### src/rtl/alu_share_ctrl.sv
// Round-robin sharing of one external 32-bit ALU between two requesters, with a single
// registered response slot and one architectural NZCV flag register per requester.
module alu_share_ctrl #(
  parameter logic [3:0] FLAG_RST = 4'b0000
) (
  input  logic        clk_i,
  input  logic        rst_ni,

  input  logic        req0_valid_i,
  output logic        req0_ready_o,
  input  logic [31:0] req0_a_i,
  input  logic [31:0] req0_b_i,
  input  logic [1:0]  req0_op_i,
  input  logic        req0_s_i,

  input  logic        req1_valid_i,
  output logic        req1_ready_o,
  input  logic [31:0] req1_a_i,
  input  logic [31:0] req1_b_i,
  input  logic [1:0]  req1_op_i,
  input  logic        req1_s_i,

  output logic [31:0] alu_a_o,
  output logic [31:0] alu_b_o,
  output logic [1:0]  alu_ctrl_o,
  input  logic [31:0] alu_result_i,
  input  logic        alu_n_i,
  input  logic        alu_z_i,
  input  logic        alu_c_i,
  input  logic        alu_v_i,

  output logic        rsp_valid_o,
  input  logic        rsp_ready_i,
  output logic        rsp_id_o,
  output logic [31:0] rsp_result_o,
  output logic [3:0]  rsp_flags_o,

  output logic [3:0]  flags0_o,
  output logic [3:0]  flags1_o
);

  typedef enum logic {StEmpty, StFull} slot_e;

  slot_e       slot_q, slot_d;
  logic        last_q, last_d;
  logic        rsp_id_q, rsp_id_d;
  logic [31:0] rsp_result_q, rsp_result_d;
  logic [3:0]  rsp_flags_q, rsp_flags_d;
  logic [3:0]  flags0_q, flags0_d;
  logic [3:0]  flags1_q, flags1_d;

  logic       can_issue;
  logic       grant;
  logic       accept;
  logic       sel_s;
  logic [1:0] sel_op;
  logic [3:0] alu_flags;
  logic [3:0] upd_flags;

  // Logical ops only own N and Z; C and V come from the requester's previous flags.
  function automatic logic [3:0] merge_flags(input logic [3:0] old_f, input logic [1:0] op,
                                             input logic [3:0] raw_f);
    return op[1] ? {raw_f[3:2], old_f[1:0]} : raw_f;
  endfunction

  always_comb begin
    can_issue = (slot_q == StEmpty) || rsp_ready_i;
    if (req0_valid_i && req1_valid_i) begin
      grant = ~last_q;
    end else begin
      grant = req1_valid_i;
    end
    req0_ready_o = can_issue && !grant && req0_valid_i;
    req1_ready_o = can_issue && grant && req1_valid_i;
    accept       = req0_ready_o || req1_ready_o;

    alu_a_o    = grant ? req1_a_i  : req0_a_i;
    alu_b_o    = grant ? req1_b_i  : req0_b_i;
    alu_ctrl_o = grant ? req1_op_i : req0_op_i;
    sel_op     = alu_ctrl_o;
    sel_s      = grant ? req1_s_i  : req0_s_i;
    alu_flags  = {alu_n_i, alu_z_i, alu_c_i, alu_v_i};
    upd_flags  = merge_flags(grant ? flags1_q : flags0_q, sel_op, alu_flags);
  end

  always_comb begin
    slot_d       = slot_q;
    last_d       = last_q;
    rsp_id_d     = rsp_id_q;
    rsp_result_d = rsp_result_q;
    rsp_flags_d  = rsp_flags_q;
    flags0_d     = flags0_q;
    flags1_d     = flags1_q;

    unique case (slot_q)
      StEmpty: if (accept) slot_d = StFull;
      StFull:  if (!accept && rsp_ready_i) slot_d = StEmpty;
      default: slot_d = StEmpty;
    endcase

    if (accept) begin
      last_d       = grant;
      rsp_id_d     = grant;
      rsp_result_d = alu_result_i;
      rsp_flags_d  = alu_flags;
      if (sel_s) begin
        if (grant) flags1_d = upd_flags;
        else       flags0_d = upd_flags;
      end
    end
  end

  always_ff @(posedge clk_i or negedge rst_ni) begin
    if (!rst_ni) begin
      slot_q       <= StEmpty;
      last_q       <= 1'b1;
      rsp_id_q     <= 1'b0;
      rsp_result_q <= '0;
      rsp_flags_q  <= '0;
      flags0_q     <= FLAG_RST;
      flags1_q     <= FLAG_RST;
    end else begin
      slot_q       <= slot_d;
      last_q       <= last_d;
      rsp_id_q     <= rsp_id_d;
      rsp_result_q <= rsp_result_d;
      rsp_flags_q  <= rsp_flags_d;
      flags0_q     <= flags0_d;
      flags1_q     <= flags1_d;
    end
  end

  assign rsp_valid_o  = (slot_q == StFull);
  assign rsp_id_o     = rsp_id_q;
  assign rsp_result_o = rsp_result_q;
  assign rsp_flags_o  = rsp_flags_q;
  assign flags0_o     = flags0_q;
  assign flags1_o     = flags1_q;

endmodule
### config.mk
export PLATFORM = sky130hd
export DESIGN_NAME = alu_share_ctrl
export DESIGN_NICKNAME = d
export VERILOG_FILES = /design/src/rtl/alu_share_ctrl.sv
export SDC_FILE = /design/constraint.sdc
export NUM_CORES = 1
export LEC_CHECK = 0
export CAP_MARGIN = 10
export CORE_ASPECT_RATIO = 2
export CORE_MARGIN = 5
export CORE_UTILIZATION = 25
export DETAILED_ROUTE_END_ITERATION = 12
export PLACE_DENSITY = 0.77
export SLEW_MARGIN = 40
export SYNTH_ARGS = -nofsm -noshare
export SYNTH_HDL_FRONTEND = slang
export SYNTH_SLANG_ARGS = --single-unit
### constraint.sdc
create_clock -name clk_i -period 1.86 [get_ports clk_i]
set_clock_uncertainty 0.2 [all_clocks]
set_input_delay 0.465 -clock clk_i [delete_from_list [all_inputs] [get_ports clk_i]]
set_output_delay 0.465 -clock clk_i [all_outputs]
set_load 0.005 [all_outputs]
== Yosys cells after proc, flatten, opt, wreduce, memory -nomap -nowiden ==
Cells that the tools add are included.

* $add $sub $neg: 0
* Div/mod/pow operators: 0
* Reductions and logical operators: 12
* Muxes and demuxes: 10
* Shift-type cells: 0
* Magnitude comparators: 0
* Bitwise logic cells: 3
* Equality and inequality tests: 0
* Multipliers: 0

{| class="wikitable"
|+ Operator list
! kind !! count
|-
| $mux W32 || 2
|-
| $logic_and A1 B1 Y1 || 6
|-
| $mux W2 || 3
|-
| $reduce_and A3 Y1 || 2
|-
| $mux W1 || 4
|-
| $not A1 Y1 || 3
|-
| $logic_not A1 Y1 || 2
|-
| $logic_or A1 B1 Y1 || 2
|-
| $pmux W1 S2 || 1
|}

* Memories: 0
* Latch bits: 0
* Output and inout bits: 114
* Bits in registers: 47
* Word-level logic and storage cells: 32
* ROM bits: 0
* RAM bits: 0

== Depth between registers and ports, before layout ==
Gate-level depths: netlist of the first run.

* Depth in word-level cells: 10
* Gate-level depth with buffers: 5

== Least setup slack after synthesis of the first run ==
No wires, ideal clock.

* Kind: input to output
* From: in req1_valid_i
* To: out alu_b_o[13]
* Path buffers: 2
* Arrival: 1.379 ns
* Setup slack: -0.184 ns
* Cell stages on the path: 4
* Cell sequence: a21boi_4 > buf_4 > buf_4 > mux2_2

* Word-level cells in the longest chain between the ends: 3

{| class="wikitable"
|+ RTL lines
! element !! line !! source
|-
| start, declared || 16 || <nowiki>input logic req1_valid_i,</nowiki>
|-
| $logic_and A1 B1 Y1 || 68 || <nowiki>if (req0_valid_i && req1_valid_i) begin</nowiki>
|-
| $mux W1 * || 68 ||
|-
| $mux W32 * || 78 || <nowiki>alu_b_o = grant ? req1_b_i : req0_b_i;</nowiki>
|-
| end, declared || 24 || <nowiki>output logic [31:0] alu_b_o,</nowiki>
|}

Mark *: on every way between the ends. The rest lies on a longest branch, timed or not.

== Final worst setup path of the first run ==
* From: reg last_q
* To: out alu_b_o[18]

* Word-level cells in the longest chain between the ends: 3

{| class="wikitable"
|+ RTL lines
! element !! line !! source
|-
| start, declared || 45 || <nowiki>logic last_q, last_d;</nowiki>
|-
| start signal, assigned || 124 || <nowiki>last_q <= last_d;</nowiki>
|-
| $not A1 Y1 || 69 || <nowiki>grant = ~last_q;</nowiki>
|-
| $mux W1 || 68 ||
|-
| $mux W32 || 78 ||
|}

No other way between the ends.

==> run_results.csv, run 1 <==
group,metric,value,unit
synthesis,synth_cell_types,18,
route,finalWirelength,14.72,mm
grt,grt_pass1_vias,3458,
route,viasPerCell,4.575,
layout,n_antenna_cell,0,
clock_tree,cts.htree.levels,2,
power_and_ir_drop,vdd_drop_max,0.8600,mV
placement,io_buffers,288,
grt,track_usage,22.03,%
power_and_ir_drop,combPwrFrac,47.8,%
worst_setup_path,critPathLaunchType,"flip-flop",
synthesis,synth_area_leaders,"mux2_2, dfrtp_1, buf_2",
power_and_ir_drop,p_sw_share,24.83,%
run,maxCapViolations,0,
floorplan,row_count,52,
floorplan,die_h,154.3,um
worst_setup_path,max_stage_delay,560,ps
synthesis,synth.cell_area,2602,um2
route,firstDrtPassIters,3,
clock_tree,clock-sinks,47,
grt,met1_usage,21.05,%
placement,dp_cells,617,
grt,grt_pass1_wl,20.58,mm
route,wl_per_cell,22.17,um
worst_setup_path,crit_path_start,"last_q",
worst_setup_path,cp_common_cell,"buf_6",
power_and_ir_drop,power.leakage,3.050,nW
hold_path,hold_depth,1,
timing,fmax,0.3990,GHz
layout,mostFrequentLayoutCells,"clkdlybuf4s50_1, mux2_2, buf_6",
power_and_ir_drop,powerDensity,647.3,nW/um2
timing,rsz0062_at_grt,"true",
power_and_ir_drop,p_seq_share,29.5,%
timing,relSlewSlack,79.14,%
layout,layout.nets,704,
route,drt.antenna.violating_nets,0,
route,vias,3038,
grt,use_met3,6.810,%
layout,drive_above_1_share,47.07,%
route,drc_errors,0,
worst_setup_path,cp-end-kind,"output pin",
synthesis,netlist_instances,189,
worst_setup_path,timing.rr.end,"flags0_o[1]",
worst_setup_path,r2r-start,"last_q",
grt,met2_usage,41.61,%
synthesis,synth.avg_cell_area,13.77,um2
synthesis,yosysTopAreaCell,"mux2_2",
clock_tree,clock_path_buffers,2,
layout,fill_cells,789,
worst_setup_path,reg2reg_slack,-220,ps
grt,grt_overflow_total,0,
placement,post-dp-hpwl,10.49,mm
power_and_ir_drop,switching_power,1.087,mW
clock_tree,tritoncts,"yes",
worst_setup_path,cp.arrival,1840,ps
timing,fin_setup_tns,-36240,ps
route,first_iter_violations,28,
synthesis,synth_fp_nets,364,
worst_setup_path,required,1190,ps
synthesis,netlist.area_leader.share,46.73,%
power_and_ir_drop,intPower,3.291,mW
clock_tree,path_clk_slew,60,ps
synthesis,seq_area_frac_synth,45.24,%
timing,fin_crit_sh,134.7,%
floorplan,die_x,82.15,um
timing,finalHoldViolations,0,
timing,worst_slew_pin_slew,312.9,ps
worst_setup_path,crit_chain,"a21boi_4 > buf_6 > buf_12 > buf_12 > buf_6 > mux2_4 > buf_6",
synthesis,ys_ff_latch,47,
clock_tree,clock_latency,280,ps
worst_setup_path,reg2regPathDepth,8,
floorplan,coreArea,10150,um2
timing,fin_ws,-646.3,ps
clock_tree,clock-root-buffer,"clkbuf_16",
floorplan,start_util,25.64,%
timing,slew_viol_final,0,
worst_setup_path,crit_end,"alu_b_o[18]",
grt,antenna_found_initial,1,
layout,final_cells,664,
placement,post-place-ws,-1187,ps
timing,setup_viol,74,
clock_tree,cts_buffers,5,
status,violations,"negative setup slack",
worst_setup_path,crit_path_max_fanout,7,
grt,top_usage_layer,"met2",
synthesis,yosys_warnings,0,
grt,grt_max_degree,25,
timing,period_needed,2506,ps
hold_path,hold_path_class,"flip-flop to flip-flop",
power_and_ir_drop,clkPwrFrac,22.7,%
worst_setup_path,critPathSlowestCell,"dfstp_2",
worst_setup_path,worstSetupPathType,"flip-flop to output pin",
floorplan,die-area,12670,um2
layout,area_delta_synth_final,159.9,%
layout,final_common_cell,"clkdlybuf4s50_1",
placement,routabilityCongestion,0.9046,
floorplan,pin_count,289,
status,run_status,"finished with violations",
cells by family after synthesis:
family | count (synthesis) | synth area share (%)
muxes | 108 | 46.73
DFF | 47 | 45.24
and+or+nand+nor | 13 | 2.212
buffers and inverters | 12 | 2.644
AOI/OAI and AO/OA | 9 | 3.173
state kept, by name, indices dropped and copies added (netlist names):
signal,count
last_q,1
flags1_o,4
rsp_valid_o,1
rsp_flags_o,4
flags0_o,4
rsp_id_o,1
rsp_result_o,32
power groups by stage:
stage	combinational [mW]	clock [mW]	sequential, mW
3_3_place_gp	1.69	0	1.30
4_1_cts	2.03	1.03	1.30
2_1_floorplan	0.527	0	1.32
5_1_grt	2.21	1.08	1.32
6_report	2.09	0.993	1.29
3_5_place_dp	1.71	0	1.31
metrics by stage:
step	util [%]	cell area (um2)	total power, mW	hold WS (ps)
2_1_floorplan	-	2693	1.844	-30.59
3_3_place_gp	57.40	5826	2.986	179.4
3_5_place_dp	57.40	5826	3.026	173.8
4_1_cts	64.42	6539	4.353	290.1
5_1_grt	66.64	6764	4.609	316.1
6_report	66.64	6764	4.379	291.2
final cells by class:
class / count / area [um2] / area share [%]
timing repair buffer: 344 / 3734 / 55.20
multi-input combinational: 130 / 1518 / 22.44
sequential: 47 / 1177 / 17.41
tap: 135 / 168.9 / 2.497
clock buffer: 5 / 125.1 / 1.850
clock inverter: 2 / 37.54 / 0.5549
inverter: 1 / 3.754 / 0.05549
cell usage after synthesis:
| cell | instances |
|---|---|
| nor2_1 | 4 |
| nand2_1 | 5 |
| mux2_2 | 108 |
| o21a_1 | 1 |
| buf_2 | 7 |
| o2111ai_1 | 1 |
| a21boi_4 | 1 |
| nand3_1 | 1 |
| nor2b_1 | 1 |
| dfstp_2 | 1 |
| o21ai_0 | 1 |
| inv_1 | 1 |
| and2_1 | 1 |
| dfrtp_1 | 46 |
| nand2b_1 | 1 |
| buf_4 | 4 |
| a21o_1 | 1 |
| o22a_1 | 4 |
worst max-delay path, delay by kind of cell, from the launching register on:
kind                   cells  cell delay (ps)
muxes                      1              300
AOI/OAI and AO/OA          1               70
DFF                        1              560
buffers and inverters      5              630
worst min path at each step:
stage	from	end	slack, ps
after global placement	rst_ni	rsp_result_o[20]	180
after global routing	rsp_id_o	rsp_id_o	320
after CTS	rsp_id_o	rsp_id_o	290
final	rsp_id_o	rsp_id_o	290
after detailed placement	rst_ni	rsp_result_o[26]	170
after floorplan	rst_ni	flags0_o[0]	-30
timing repair:
action,CTS,global route
setup buffers,22,6
setup endpoints to repair,115,89
gates resized for setup,342,55
hold buffers,1,0
hold endpoints to repair,8,0
pin swaps,2,6
cloned,12,2
per-layer routing:
layer | up-vias | part of all wire (%)
li1 | 1370 | -
met1 | 1460 | 32
met2 | 177 | 56
met3 | 29 | 9.4
met4 | 2 | 3.2
met5 | - | 0.088
Note: power is estimated with default switching activity, not from simulation.
==> run 2: changes to the inputs <==
CORE_ASPECT_RATIO = not set   (was 2)
PLACE_DENSITY = 0.76   (was 0.77)
==> run_results.csv, run 2 (synthesis gave the netlist of run 1 again) <==
group,metric,value,unit
layout,n_antenna_cell,0,
grt,grt_overflow_total,0,
clock_tree,clock-sinks,47,
status,run_status,"finished with violations",
layout,layout.nets,693,
timing,hold_slack,297.6,ps
layout,final_common_cell,"clkdlybuf4s50_1",
route,vias,2920,
status,violations,"negative setup slack",
floorplan,die_x,112.0,um
timing,fin_setup_tns,-33290,ps
worst_setup_path,r2r-start,"last_q",
clock_tree,tritoncts,"yes",
timing,finalHoldViolations,0,
floorplan,die_h,112.0,um
route,firstDrtPassIters,4,
timing,fin_crit_sh,128.7,%
timing,fin_ws,-534.5,ps
route,finalWirelength,13.29,mm
power_and_ir_drop,intPower,2.746,mW
timing,worst_slew_pin_slew,406.0,ps
power_and_ir_drop,clkPwrFrac,16.8,%
power_and_ir_drop,power,3.774,mW
power_and_ir_drop,vdd_drop_max,0.5498,mV
floorplan,pin_count,289,
power_and_ir_drop,powerDensity,589.9,nW/um2
grt,grt_max_degree,23,
clock_tree,clock_path_buffers,2,
timing,rsz0062_at_grt,"true",
clock_tree,cts_buffers,5,
grt,grt_pass1_vias,3351,
worst_setup_path,crit_path_start,"last_q",
clock_tree,path_clk_slew,80,ps
layout,finish.utilization,62.54,%
worst_setup_path,crit_end,"alu_a_o[12]",
hold_path,hold_path_class,"flip-flop to flip-flop",
worst_setup_path,critical_path_buf_inv_count,4,
layout,fill_cells,824,
route,wl_per_cell,20.29,um
timing,slew_viol_final,0,
worst_setup_path,cp.arrival,1730,ps
layout,mostFrequentLayoutCells,"clkdlybuf4s50_1, mux2_2, buf_6",
power_and_ir_drop,p_sw_share,27.24,%
layout,final_area,6399,um2
worst_setup_path,critPathLaunchType,"flip-flop",
worst_setup_path,crit_chain,"a21boi_4 > buf_12 > buf_8 > buf_12 > mux2_2 > buf_6",
worst_setup_path,reg2reg_slack,-200,ps
route,drc_errors,0,
grt,antenna_found_initial,0,
worst_setup_path,cp_common_cell,"buf_12",
placement,post-dp-hpwl,10.83,mm
placement,routabilityCongestion,0.9373,
power_and_ir_drop,switching_power,1.028,mW
grt,grt_pass1_wl,19.10,mm
layout,area_delta_synth_final,145.9,%
worst_setup_path,cp-end-kind,"output pin",
power_and_ir_drop,p_seq_share,34.1,%
layout,drive_above_1_share,45.86,%
worst_setup_path,cp.depth,6,
floorplan,start_util,25.44,%
floorplan,die-area,12550,um2
worst_setup_path,critPathSlowestCell,"dfstp_2",
floorplan,row_count,37,
clock_tree,cts.htree.levels,2,
worst_setup_path,required,1190,ps
route,drt.antenna.violating_nets,0,
run,maxCapViolations,0,
placement,placed_cell_area,5927,um2
clock_tree,clock_latency,310,ps
timing,fmax,0.4176,GHz
power_and_ir_drop,combPwrFrac,49.1,%
worst_setup_path,crit_path_max_fanout,6,
floorplan,coreArea,10230,um2
timing,period_needed,2395,ps
worst_setup_path,cp_top_family,"flip-flops",
timing,relSlewSlack,72.94,%
grt,track_usage,19.60,%
timing,setup_viol,74,
power_and_ir_drop,power.leakage,2.997,nW
worst_setup_path,reg2regPathDepth,9,
route,first_iter_violations,87,
worst_setup_path,worstSetupPathType,"flip-flop to output pin",
route,viasPerCell,4.458,
clock_tree,clock-root-buffer,"clkbuf_8",
worst_setup_path,timing.rr.end,"flags1_o[3]",
placement,io_buffers,288,
layout,largest_reg_flops,32,
worst_setup_path,max_stage_delay,560,ps
[run 2: cell types whose count changed in the layout (fill, tap and decap cells not counted), moves of 2 or more]
| cell | before | now |
|---|---|---|
| buf_2 | 19 | 27 |
| buf_4 | 16 | 14 |
| clkbuf_16 | 7 | 0 |
| clkbuf_8 | 0 | 5 |
| mux2_2 | 77 | 72 |
| clkdlybuf4s50_1 | 199 | 171 |
| buf_6 | 63 | 58 |
| buf_16 | 8 | 5 |
| dlymetal6s2s_1 | 15 | 21 |
| mux2_4 | 31 | 36 |
| buf_12 | 13 | 6 |
| dlygate4sd2_1 | 3 | 25 |
[run 2: repair_timing]
action / CTS / global route
hold buffers: 1 / 0
gates resized for setup: 373 / 47
endpoints found under the setup margin: 134 / 96
gates cloned: 6 / 0
pin swaps: 3 / 2
endpoints found under the hold margin: 14 / 0
setup buffers: 11 / 3
[run 2: layer usage]
layer  wire [um]  track usage, %  vias to the layer above
met5           0               0                        -
met4         456           7.692                        0
met3        1240           7.817                       28
met2        7161           37.25                      166
met1        4431           18.77                     1380
li1            -               -                     1346
[run 2: final cells by class]
class                           count  area (um2)  share of cell area, %
Clock inverter                      3       22.52                 0.3520
Multi-Input combinational cell    130        1529                  23.90
Timing Repair Buffer              333        3427                  53.56
Inverter                            1       3.754                0.05866
Sequential cell                    47        1177                  18.40
Tap cell                          136       170.2                  2.659
Clock buffer                        5       68.82                  1.075
[run 2: power by group through the flow]
| stage | clock, mW | combinational (mW) | sequential (mW) |
|---|---|---|---|
| 2_1_floorplan | 0 | 0.527 | 1.32 |
| 3_5_place_dp | 0 | 1.77 | 1.31 |
| 3_3_place_gp | 0 | 1.74 | 1.30 |
| 5_1_grt | 0.702 | 1.97 | 1.31 |
| 6_report | 0.633 | 1.85 | 1.29 |
| 4_1_cts | 0.654 | 1.83 | 1.29 |
[run 2: worst reg2reg max path, cell delays in order (launching register included)]
cell      delay, ps
dfstp_2         560
a21boi_4         70
buf_12          140
buf_8           130
buf_4           130
buf_6           110
buf_6           110
nand3_4          90
buf_6           120
mux2_4          280
[run 2: stage by stage]
stage | setup WS [ps] | instances
after floorplan | -117.2 | 189
after global placement | -1088 | 628
after detailed placement | -1102 | 628
after CTS | -563.2 | 653
after global routing | -585.1 | 655
final | -534.5 | 655
[run 2: worst min-delay path by stage]
stage | start | endpoint | slack, ps | cells past startpoint
2_1_floorplan | rst_ni | flags0_o[0] | -30 | 0
3_3_place_gp | rst_ni | rsp_result_o[20] | 220 | 1
3_5_place_dp | rst_ni | rsp_result_o[20] | 220 | 1
4_1_cts | rsp_id_o | rsp_id_o | 300 | 1
5_1_grt | rsp_id_o | rsp_id_o | 310 | 1
6_report | rsp_id_o | rsp_id_o | 300 | 1
==> run 3: changes to the inputs <==
CTS_CLUSTER_DIAMETER = 200   (was not set)
TNS_END_PERCENT = 100   (was not set)
==> results of run 3 <==
Final layout, timing and power as in run 2 (identical DEF).
